## src/rtl/cp0_tlb_unit_pkg.sv

```systemverilog
// Shared CP0 constants: register numbers, exception codes and exception vectors.
package cp0_tlb_unit_pkg;

  localparam logic [4:0] CP0_INDEX    = 5'd0;
  localparam logic [4:0] CP0_ENTRYLO0 = 5'd2;
  localparam logic [4:0] CP0_ENTRYLO1 = 5'd3;
  localparam logic [4:0] CP0_BADVADDR = 5'd8;
  localparam logic [4:0] CP0_COUNT    = 5'd9;
  localparam logic [4:0] CP0_ENTRYHI  = 5'd10;
  localparam logic [4:0] CP0_COMPARE  = 5'd11;
  localparam logic [4:0] CP0_STATUS   = 5'd12;
  localparam logic [4:0] CP0_CAUSE    = 5'd13;
  localparam logic [4:0] CP0_EPC      = 5'd14;

  localparam logic [4:0] EXC_INT  = 5'd0;
  localparam logic [4:0] EXC_MOD  = 5'd1;
  localparam logic [4:0] EXC_TLBL = 5'd2;
  localparam logic [4:0] EXC_TLBS = 5'd3;
  localparam logic [4:0] EXC_ADEL = 5'd4;
  localparam logic [4:0] EXC_ADES = 5'd5;
  localparam logic [4:0] EXC_SYS  = 5'd8;
  localparam logic [4:0] EXC_BP   = 5'd9;
  localparam logic [4:0] EXC_RI   = 5'd10;
  localparam logic [4:0] EXC_OV   = 5'd12;

  localparam logic [31:0] VEC_REFILL  = 32'hBFC0_0200;
  localparam logic [31:0] VEC_GENERAL = 32'hBFC0_0380;

  function automatic logic is_tlb_exc(input logic [4:0] code);
    return (code == EXC_MOD) || (code == EXC_TLBL) || (code == EXC_TLBS);
  endfunction

  // Every exception that reports a faulting address to BadVAddr.
  function automatic logic is_addr_exc(input logic [4:0] code);
    return is_tlb_exc(code) || (code == EXC_ADEL) || (code == EXC_ADES);
  endfunction

endpackage

```

## src/rtl/cp0_tlb_unit_timer.sv

```systemverilog
// CP0 timer: prescaled Count, Compare and the sticky timer-interrupt flag TI.
module cp0_tlb_unit_timer #(
  parameter int COUNT_DIV = 2
) (
  input  logic        clk,
  input  logic        reset,
  input  logic        count_we,
  input  logic [31:0] count_wdata,
  input  logic        compare_we,
  input  logic [31:0] compare_wdata,
  output logic [31:0] count,
  output logic [31:0] compare,
  output logic        ti
);

  localparam int DIV_W = (COUNT_DIV > 1) ? $clog2(COUNT_DIV) : 1;
  localparam logic [DIV_W-1:0] DIV_LAST = DIV_W'(COUNT_DIV - 1);

  logic [DIV_W-1:0] div;

  always_ff @(posedge clk) begin
    if (reset) begin
      count   <= '0;
      compare <= '0;
      div     <= '0;
      ti      <= 1'b0;
    end else begin
      if (count_we) begin
        count <= count_wdata;
        div   <= '0;
      end else if (div == DIV_LAST) begin
        count <= count + 32'd1;
        div   <= '0;
      end else begin
        div <= div + DIV_W'(1);
      end
      // Writing Compare acknowledges the timer interrupt, even on a match cycle.
      if (compare_we) begin
        compare <= compare_wdata;
        ti      <= 1'b0;
      end else if (count == compare) begin
        ti <= 1'b1;
      end
    end
  end

endmodule

```

## src/rtl/cp0_tlb_unit.sv

```systemverilog
// Coprocessor-0 register file at WB: exceptions, ERET, MTC0/MFC0, TLBP/TLBR, timer and interrupts.
module cp0_tlb_unit
  import cp0_tlb_unit_pkg::*;
#(
  parameter int TLBNUM     = 16,
  parameter int HW_INT_NUM = 6,
  parameter int COUNT_DIV  = 2,
  parameter int IDX_W      = $clog2(TLBNUM)
) (
  input  logic                  clk,
  input  logic                  reset,
  input  logic [4:0]            raddr,
  output logic [31:0]           rdata,
  input  logic                  mtc0_we,
  input  logic [4:0]            mtc0_addr,
  input  logic [31:0]           mtc0_wdata,
  input  logic                  ex_valid,
  input  logic [4:0]            ex_code,
  input  logic                  ex_bd,
  input  logic [31:0]           ex_pc,
  input  logic [31:0]           ex_badvaddr,
  input  logic                  ex_refill,
  input  logic                  eret,
  input  logic [HW_INT_NUM-1:0] hw_int,
  input  logic                  tlbp_we,
  input  logic                  tlbp_found,
  input  logic [IDX_W-1:0]      tlbp_index,
  input  logic                  tlbr_we,
  input  logic [18:0]           tlbr_vpn2,
  input  logic [7:0]            tlbr_asid,
  input  logic                  tlbr_g,
  input  logic [19:0]           tlbr_pfn0,
  input  logic [2:0]            tlbr_c0,
  input  logic                  tlbr_d0,
  input  logic                  tlbr_v0,
  input  logic [19:0]           tlbr_pfn1,
  input  logic [2:0]            tlbr_c1,
  input  logic                  tlbr_d1,
  input  logic                  tlbr_v1,
  output logic [IDX_W-1:0]      tlb_index,
  output logic [31:0]           entryhi,
  output logic [31:0]           entrylo0,
  output logic [31:0]           entrylo1,
  output logic [31:0]           epc,
  output logic                  int_req,
  output logic [31:0]           ex_entry
);

  logic                  idx_p;
  logic [25:0]           lo0_f, lo1_f;
  logic [31:0]           badvaddr;
  logic [18:0]           vpn2;
  logic [7:0]            asid;
  logic [7:0]            im;
  logic                  exl, ie, bd;
  logic [4:0]            exc_code;
  logic [1:0]            ip_sw;
  logic [HW_INT_NUM-1:0] ip_hw;
  logic [5:0]            ip_hi;
  logic [7:0]            ip;
  logic [31:0]           count, compare;
  logic                  ti;
  logic                  tlb_ok, mtc0_go;

  // Lower-priority commits are dropped whenever a higher-priority one is present.
  assign tlb_ok  = !ex_valid && !eret;
  assign mtc0_go = mtc0_we && tlb_ok && !tlbp_we && !tlbr_we;

  cp0_tlb_unit_timer #(.COUNT_DIV(COUNT_DIV)) u_timer (
    .clk           (clk),
    .reset         (reset),
    .count_we      (mtc0_go && mtc0_addr == CP0_COUNT),
    .count_wdata   (mtc0_wdata),
    .compare_we    (mtc0_go && mtc0_addr == CP0_COMPARE),
    .compare_wdata (mtc0_wdata),
    .count         (count),
    .compare       (compare),
    .ti            (ti)
  );

  // Unused hardware-interrupt slots read as zero; IP[7] also carries the timer.
  assign ip_hi = 6'(ip_hw);
  assign ip    = {ip_hi[5] | ti, ip_hi[4:0], ip_sw};

  always_ff @(posedge clk) begin
    if (reset) begin
      idx_p     <= 1'b0;
      tlb_index <= '0;
      lo0_f     <= '0;
      lo1_f     <= '0;
      badvaddr  <= '0;
      vpn2      <= '0;
      asid      <= '0;
      im        <= '0;
      exl       <= 1'b0;
      ie        <= 1'b0;
      bd        <= 1'b0;
      exc_code  <= '0;
      ip_sw     <= '0;
      ip_hw     <= '0;
      epc       <= '0;
      int_req   <= 1'b0;
    end else begin
      ip_hw   <= hw_int;
      int_req <= ie && !exl && ((ip & im) != 8'd0);
      if (ex_valid) begin
        exc_code <= ex_code;
        exl      <= 1'b1;
        if (!exl) begin
          epc <= ex_bd ? ex_pc - 32'd4 : ex_pc;
          bd  <= ex_bd;
        end
        if (is_addr_exc(ex_code)) badvaddr <= ex_badvaddr;
        if (is_tlb_exc(ex_code))  vpn2     <= ex_badvaddr[31:13];
      end else if (eret) begin
        exl <= 1'b0;
      end else if (tlbp_we || tlbr_we) begin
        if (tlbp_we) begin
          idx_p <= !tlbp_found;
          if (tlbp_found) tlb_index <= tlbp_index;
        end
        if (tlbr_we) begin
          vpn2  <= tlbr_vpn2;
          asid  <= tlbr_asid;
          lo0_f <= {tlbr_pfn0, tlbr_c0, tlbr_d0, tlbr_v0, tlbr_g};
          lo1_f <= {tlbr_pfn1, tlbr_c1, tlbr_d1, tlbr_v1, tlbr_g};
        end
      end else if (mtc0_go) begin
        case (mtc0_addr)
          CP0_INDEX:    tlb_index <= mtc0_wdata[IDX_W-1:0];
          CP0_ENTRYLO0: lo0_f     <= mtc0_wdata[25:0];
          CP0_ENTRYLO1: lo1_f     <= mtc0_wdata[25:0];
          CP0_ENTRYHI: begin
            vpn2 <= mtc0_wdata[31:13];
            asid <= mtc0_wdata[7:0];
          end
          CP0_STATUS: begin
            im  <= mtc0_wdata[15:8];
            exl <= mtc0_wdata[1];
            ie  <= mtc0_wdata[0];
          end
          CP0_CAUSE: ip_sw <= mtc0_wdata[9:8];
          CP0_EPC:   epc   <= mtc0_wdata;
          default: ;
        endcase
      end
    end
  end

  assign entryhi  = {vpn2, 5'b0, asid};
  assign entrylo0 = {6'b0, lo0_f};
  assign entrylo1 = {6'b0, lo1_f};

  assign ex_entry = (ex_refill && !exl && (ex_code == EXC_TLBL || ex_code == EXC_TLBS))
                    ? VEC_REFILL : VEC_GENERAL;

  always_comb begin
    rdata = 32'h0;
    case (raddr)
      CP0_INDEX:    rdata = {idx_p, {(31 - IDX_W){1'b0}}, tlb_index};
      CP0_ENTRYLO0: rdata = entrylo0;
      CP0_ENTRYLO1: rdata = entrylo1;
      CP0_BADVADDR: rdata = badvaddr;
      CP0_COUNT:    rdata = count;
      CP0_ENTRYHI:  rdata = entryhi;
      CP0_COMPARE:  rdata = compare;
      CP0_STATUS:   rdata = {9'b0, 1'b1, 6'b0, im, 6'b0, exl, ie};
      CP0_CAUSE:    rdata = {bd, ti, 14'b0, ip, 1'b0, exc_code, 2'b0};
      CP0_EPC:      rdata = epc;
      default:      rdata = 32'h0;
    endcase
  end

endmodule

```

## config.mk

```make
export PLATFORM = sky130hd
export DESIGN_NAME = cp0_tlb_unit
export DESIGN_NICKNAME = d
export VERILOG_FILES = /design/src/rtl/cp0_tlb_unit_pkg.sv /design/src/rtl/cp0_tlb_unit_timer.sv /design/src/rtl/cp0_tlb_unit.sv
export SDC_FILE = /design/constraint.sdc
export NUM_CORES = 1
export LEC_CHECK = 0
export ABC_CLOCK_PERIOD_IN_PS = 5800
export BUFFER_PORTS_ARGS = -buffer_cell sky130_fd_sc_hd__buf_2
export CORE_AREA = 2 2 159 161
export DETAILED_ROUTE_END_ITERATION = 8
export DIE_AREA = 0 0 161 163
export GPL_ROUTABILITY_DRIVEN = 1
export GPL_TIMING_DRIVEN = 0
export PLACE_DENSITY = 0.82
export SYNTH_ARGS = -nofsm -noshare
export SYNTH_HDL_FRONTEND = slang
export SYNTH_HIERARCHICAL = 1
export SYNTH_SLANG_ARGS = --single-unit
```

## constraint.sdc

```tcl
create_clock -name clk -period 5.8 [get_ports clk]
set_input_delay 0.58 -clock clk [delete_from_list [all_inputs] [get_ports clk]]
set_output_delay 0.58 -clock clk [all_outputs]
set_load 0.005 [all_outputs]
```

==> flow_summary.ini <==
[timing]
skew_ns = 0.005901
post-route-period-util = 0.6867
fin_tns_setup_ns = 0
holdWs_ns = 0.2514
period_minus_slack_ns = 3.983
finalMaxSlewViolations = 0
tightest_slew_ns = 1.319
finalHoldViolations = 0
layout_setup_ws_ns = 1.817
setup_viol_count_final = 0
rsz0062_at_grt = false
slew_headroom = 0.1141
fmax_mhz = 251.1

[global_routing]
grt_pass1_wl_um = 83080
grt_max_degree = 13
overflow = 0
grt_pass1_vias = 13546
grt_antenna_before_repair = 1
grt_util_all_layers = 0.4220

[pwr]
ir_drop_mv = 0.1887
p_leak_nw = 6.683
power_per_cell_area_mw_per_mm2 = 251.1
power_mw = 4.029

[logic_synthesis]
ys_warn_count = 6
yosysSeqAreaShare = 0.3733
synth_compound_area_frac = 0.2161
synthSimpleGateAreaFrac = 0.2176
ys.flop_type = dfxtp_1
synth-seq-cells = 239
avgSynthCellArea_um2 = 8.139
yosys.area_share.xor_xnor = 0.05603
synth-async-reset-ratio = 0
synth_area_mm2 = 0.01282
synth_edf_count = 0
synth.area.mux_share = 0.06637
synth_fa_ha_area_frac = 0.001952
synth_top_family_by_area = simple AND/OR/NAND/NOR gates
synth_cell_type_count = 64
synth_cells = 1575

[worst_setup_path]
worst_path_most_repeated_cell = clkbuf_1
end_kind = output pin
crit_type = in -> out
cp.arrival_ns = 3.40
crit_path_top_delay_cell = nor3_1
cp_slowest_stage_delay_ns = 1.06
path_max_fanout = 10
path_cells = clkbuf_1, nand2b_1, nor3_1, clkbuf_1, a22oi_1, nand3_1, buf_2
r2r_setup_slack_ns = 2.90
required_ns = 5.22
startpoint_type = primary input

[cells_and_area]
fillers = 2227
stdcell_count = 2351
drive_gt1_frac = 0.2356
fin_nets = 2213
area_growth_pct = 25.14

[floorplanning]
core_area_mm2 = 0.02467
num_rows = 58
start_util = 0.5195
design.die.area_mm2 = 0.02624
die_height_um = 163
ios = 406
die_w_um = 161

[drt]
drc = 0
met3_length_um = 7177
routedWlPerCell_um = 24.90
vias = 14883
m1WireLength_um = 21700
drtPass1Iterations = 8
drt_iter0_markers = 2255
ant_nets = 0
wl_met2_um = 25540
via_per_inst = 6.330
wl_um = 58530
top_layer = met4

[placement]
gp_congestion = 1.023
hpwl_um = 45660
io_buffers = 354
pre_cts_ws_ns = 2.049
place_inst = 2304

[cts]
cts_hold_buf = 0
htreeDepth = 1
cts_buffer_depth = 3
cts_tree = built
cts_buffers = 26
cts.sinks = 239
cts_setup_buffers = 0
post_cts_resize_count = 0
cts-root-buf = clkbuf_16
clkSlewWorstSetupHoldPaths_ns = 0.06
clk_latency_ns = 0.54

[job]
drv_cap = 0

[outcome]
status = finished clean

[hold_path]
hold_path.class = in -> reg
## cell families (layout without fill, tap and decap cells)
| logic type | count (synthesis) | count (layout) |
|---|---|---|
| adders and majority gates | 2 | 2 |
| DFF | 239 | 239 |
| muxes | 85 | 85 |
| buffers and inverters | 180 | 580 |
| and+or+nand+nor | 575 | 575 |
| xor gates and xnor gates | 82 | 82 |
| other | 2 | 48 |
| AOI/OAI and AO/OA | 410 | 410 |
## through the flow
step | area [µm²] | util
floorplan | 12990 | -
global placement | 15170 | 0.6149
detailed placement | 15170 | 0.6149
CTS | 16040 | 0.6501
global route | 16040 | 0.6502
finish | 16040 | 0.6502
## final timing paths
| path | startpoint | endpoint | cells after the start |
|---|---|---|---|
| max | raddr[1] | rdata[16] | 7 |
| min | hw_int[1] | ip_hi[1] | 2 |
| max reg2reg | exl | epc[10] | 7 |
| min reg2reg | badvaddr[23] | badvaddr[23] | 2 |
## flip-flops by register name, indices dropped and copies added, names as in the netlist
name / flops
badvaddr: 32
epc: 32
u_timer/compare: 32
u_timer/count: 32
lo0_f: 26
lo1_f: 26
vpn2: 19
asid: 8
im: 8
ip_hi: 6
exc_code: 5
tlb_index: 4
ip_sw: 2
bd: 1
exl: 1
idx_p: 1
ie: 1
int_req: 1
u_timer/div: 1
u_timer/ti: 1
## power by group
group / switching, mW / internal (mW) / total (mW)
Clock: 0.685 / 1.01 / 1.69
Combinational: 0.345 / 0.214 / 0.559
Sequential: 0.0775 / 1.70 / 1.78
Total: 1.11 / 2.92 / 4.03
## routing by layer
| layer | global-route usage | vias to the layer above |
|---|---|---|
| met3 | 0.07436 | 253 |
| met4 | 0.2504 | 0 |
| li1 | - | 6474 |
| met5 | 0 | - |
| met2 | 0.6643 | 1257 |
| met1 | 0.5445 | 6899 |
## cell type report
type,instances,area (µm²),share of cell area
Clock inverter,4,45.04,0.002808
Buffer,166,820.8,0.05117
Clock buffer,42,822.0,0.05124
Tap cell,330,412.9,0.02574
Inverter,14,52.55,0.003276
Timing Repair Buffer,354,1772,0.1104
Antenna cell,1,2.502,0.0001560
Multi-Input combinational cell,1201,7330,0.4569
Sequential cell,239,4785,0.2983
## layout by cell type (no fill, tap or decap), types with 4 or more instances in the layout
master	Yosys	routed
nor4_4	4	4
a22oi_1	76	76
nand2b_1	5	5
nor3_1	25	25
clkbuf_8	0	9
inv_1	13	13
nand3_1	44	44
a21oi_1	139	139
and2_1	13	13
or3_1	7	7
o21a_1	4	4
clkbuf_16	0	27
a211o_1	11	11
nor2_1	217	217
nor4_1	15	15
buf_2	13	367
o21ai_0	29	29
nand3b_1	8	8
a311oi_1	5	5
nand2_1	148	148
a222oi_1	20	20
conb_1	2	47
a221oi_1	6	6
nor2b_1	10	10
nor3b_1	22	22
and3_1	9	9
buf_4	48	48
mux2i_1	85	85
or4_1	4	4
xnor2_1	49	49
dfxtp_1	239	239
clkbuf_1	93	99
buf_1	11	11
nand4_1	25	25
xor2_1	33	33
a211oi_1	92	92
## synthesized netlist by cell type, types with 13 or more instances
| master | count | area share |
|---|---|---|
| nand3_1 | 44 | 0.017 |
| nand4_1 | 25 | 0.012 |
| a21oi_1 | 139 | 0.054 |
| mux2i_1 | 85 | 0.066 |
| o21ai_0 | 29 | 0.011 |
| a22oi_1 | 76 | 0.045 |
| nor4_1 | 15 | 0.0073 |
| buf_4 | 48 | 0.028 |
| nor2_1 | 217 | 0.064 |
| xor2_1 | 33 | 0.023 |
| a211oi_1 | 92 | 0.054 |
| and2_1 | 13 | 0.0063 |
| xnor2_1 | 49 | 0.033 |
| buf_2 | 13 | 0.0051 |
| inv_1 | 13 | 0.0038 |
| nor3_1 | 25 | 0.0098 |
| nand2_1 | 148 | 0.043 |
| nor3b_1 | 22 | 0.013 |
| dfxtp_1 | 239 | 0.37 |
| clkbuf_1 | 93 | 0.027 |
| a222oi_1 | 20 | 0.016 |
## worst max-delay path, delay by kind of cell
kind                   cells  cell delay [ns]
AOI/OAI and AO/OA          1             0.25
buffers and inverters      3             1.17
and+or+nand+nor            3             1.40
Note: power is estimated with default switching activity, not from simulation.
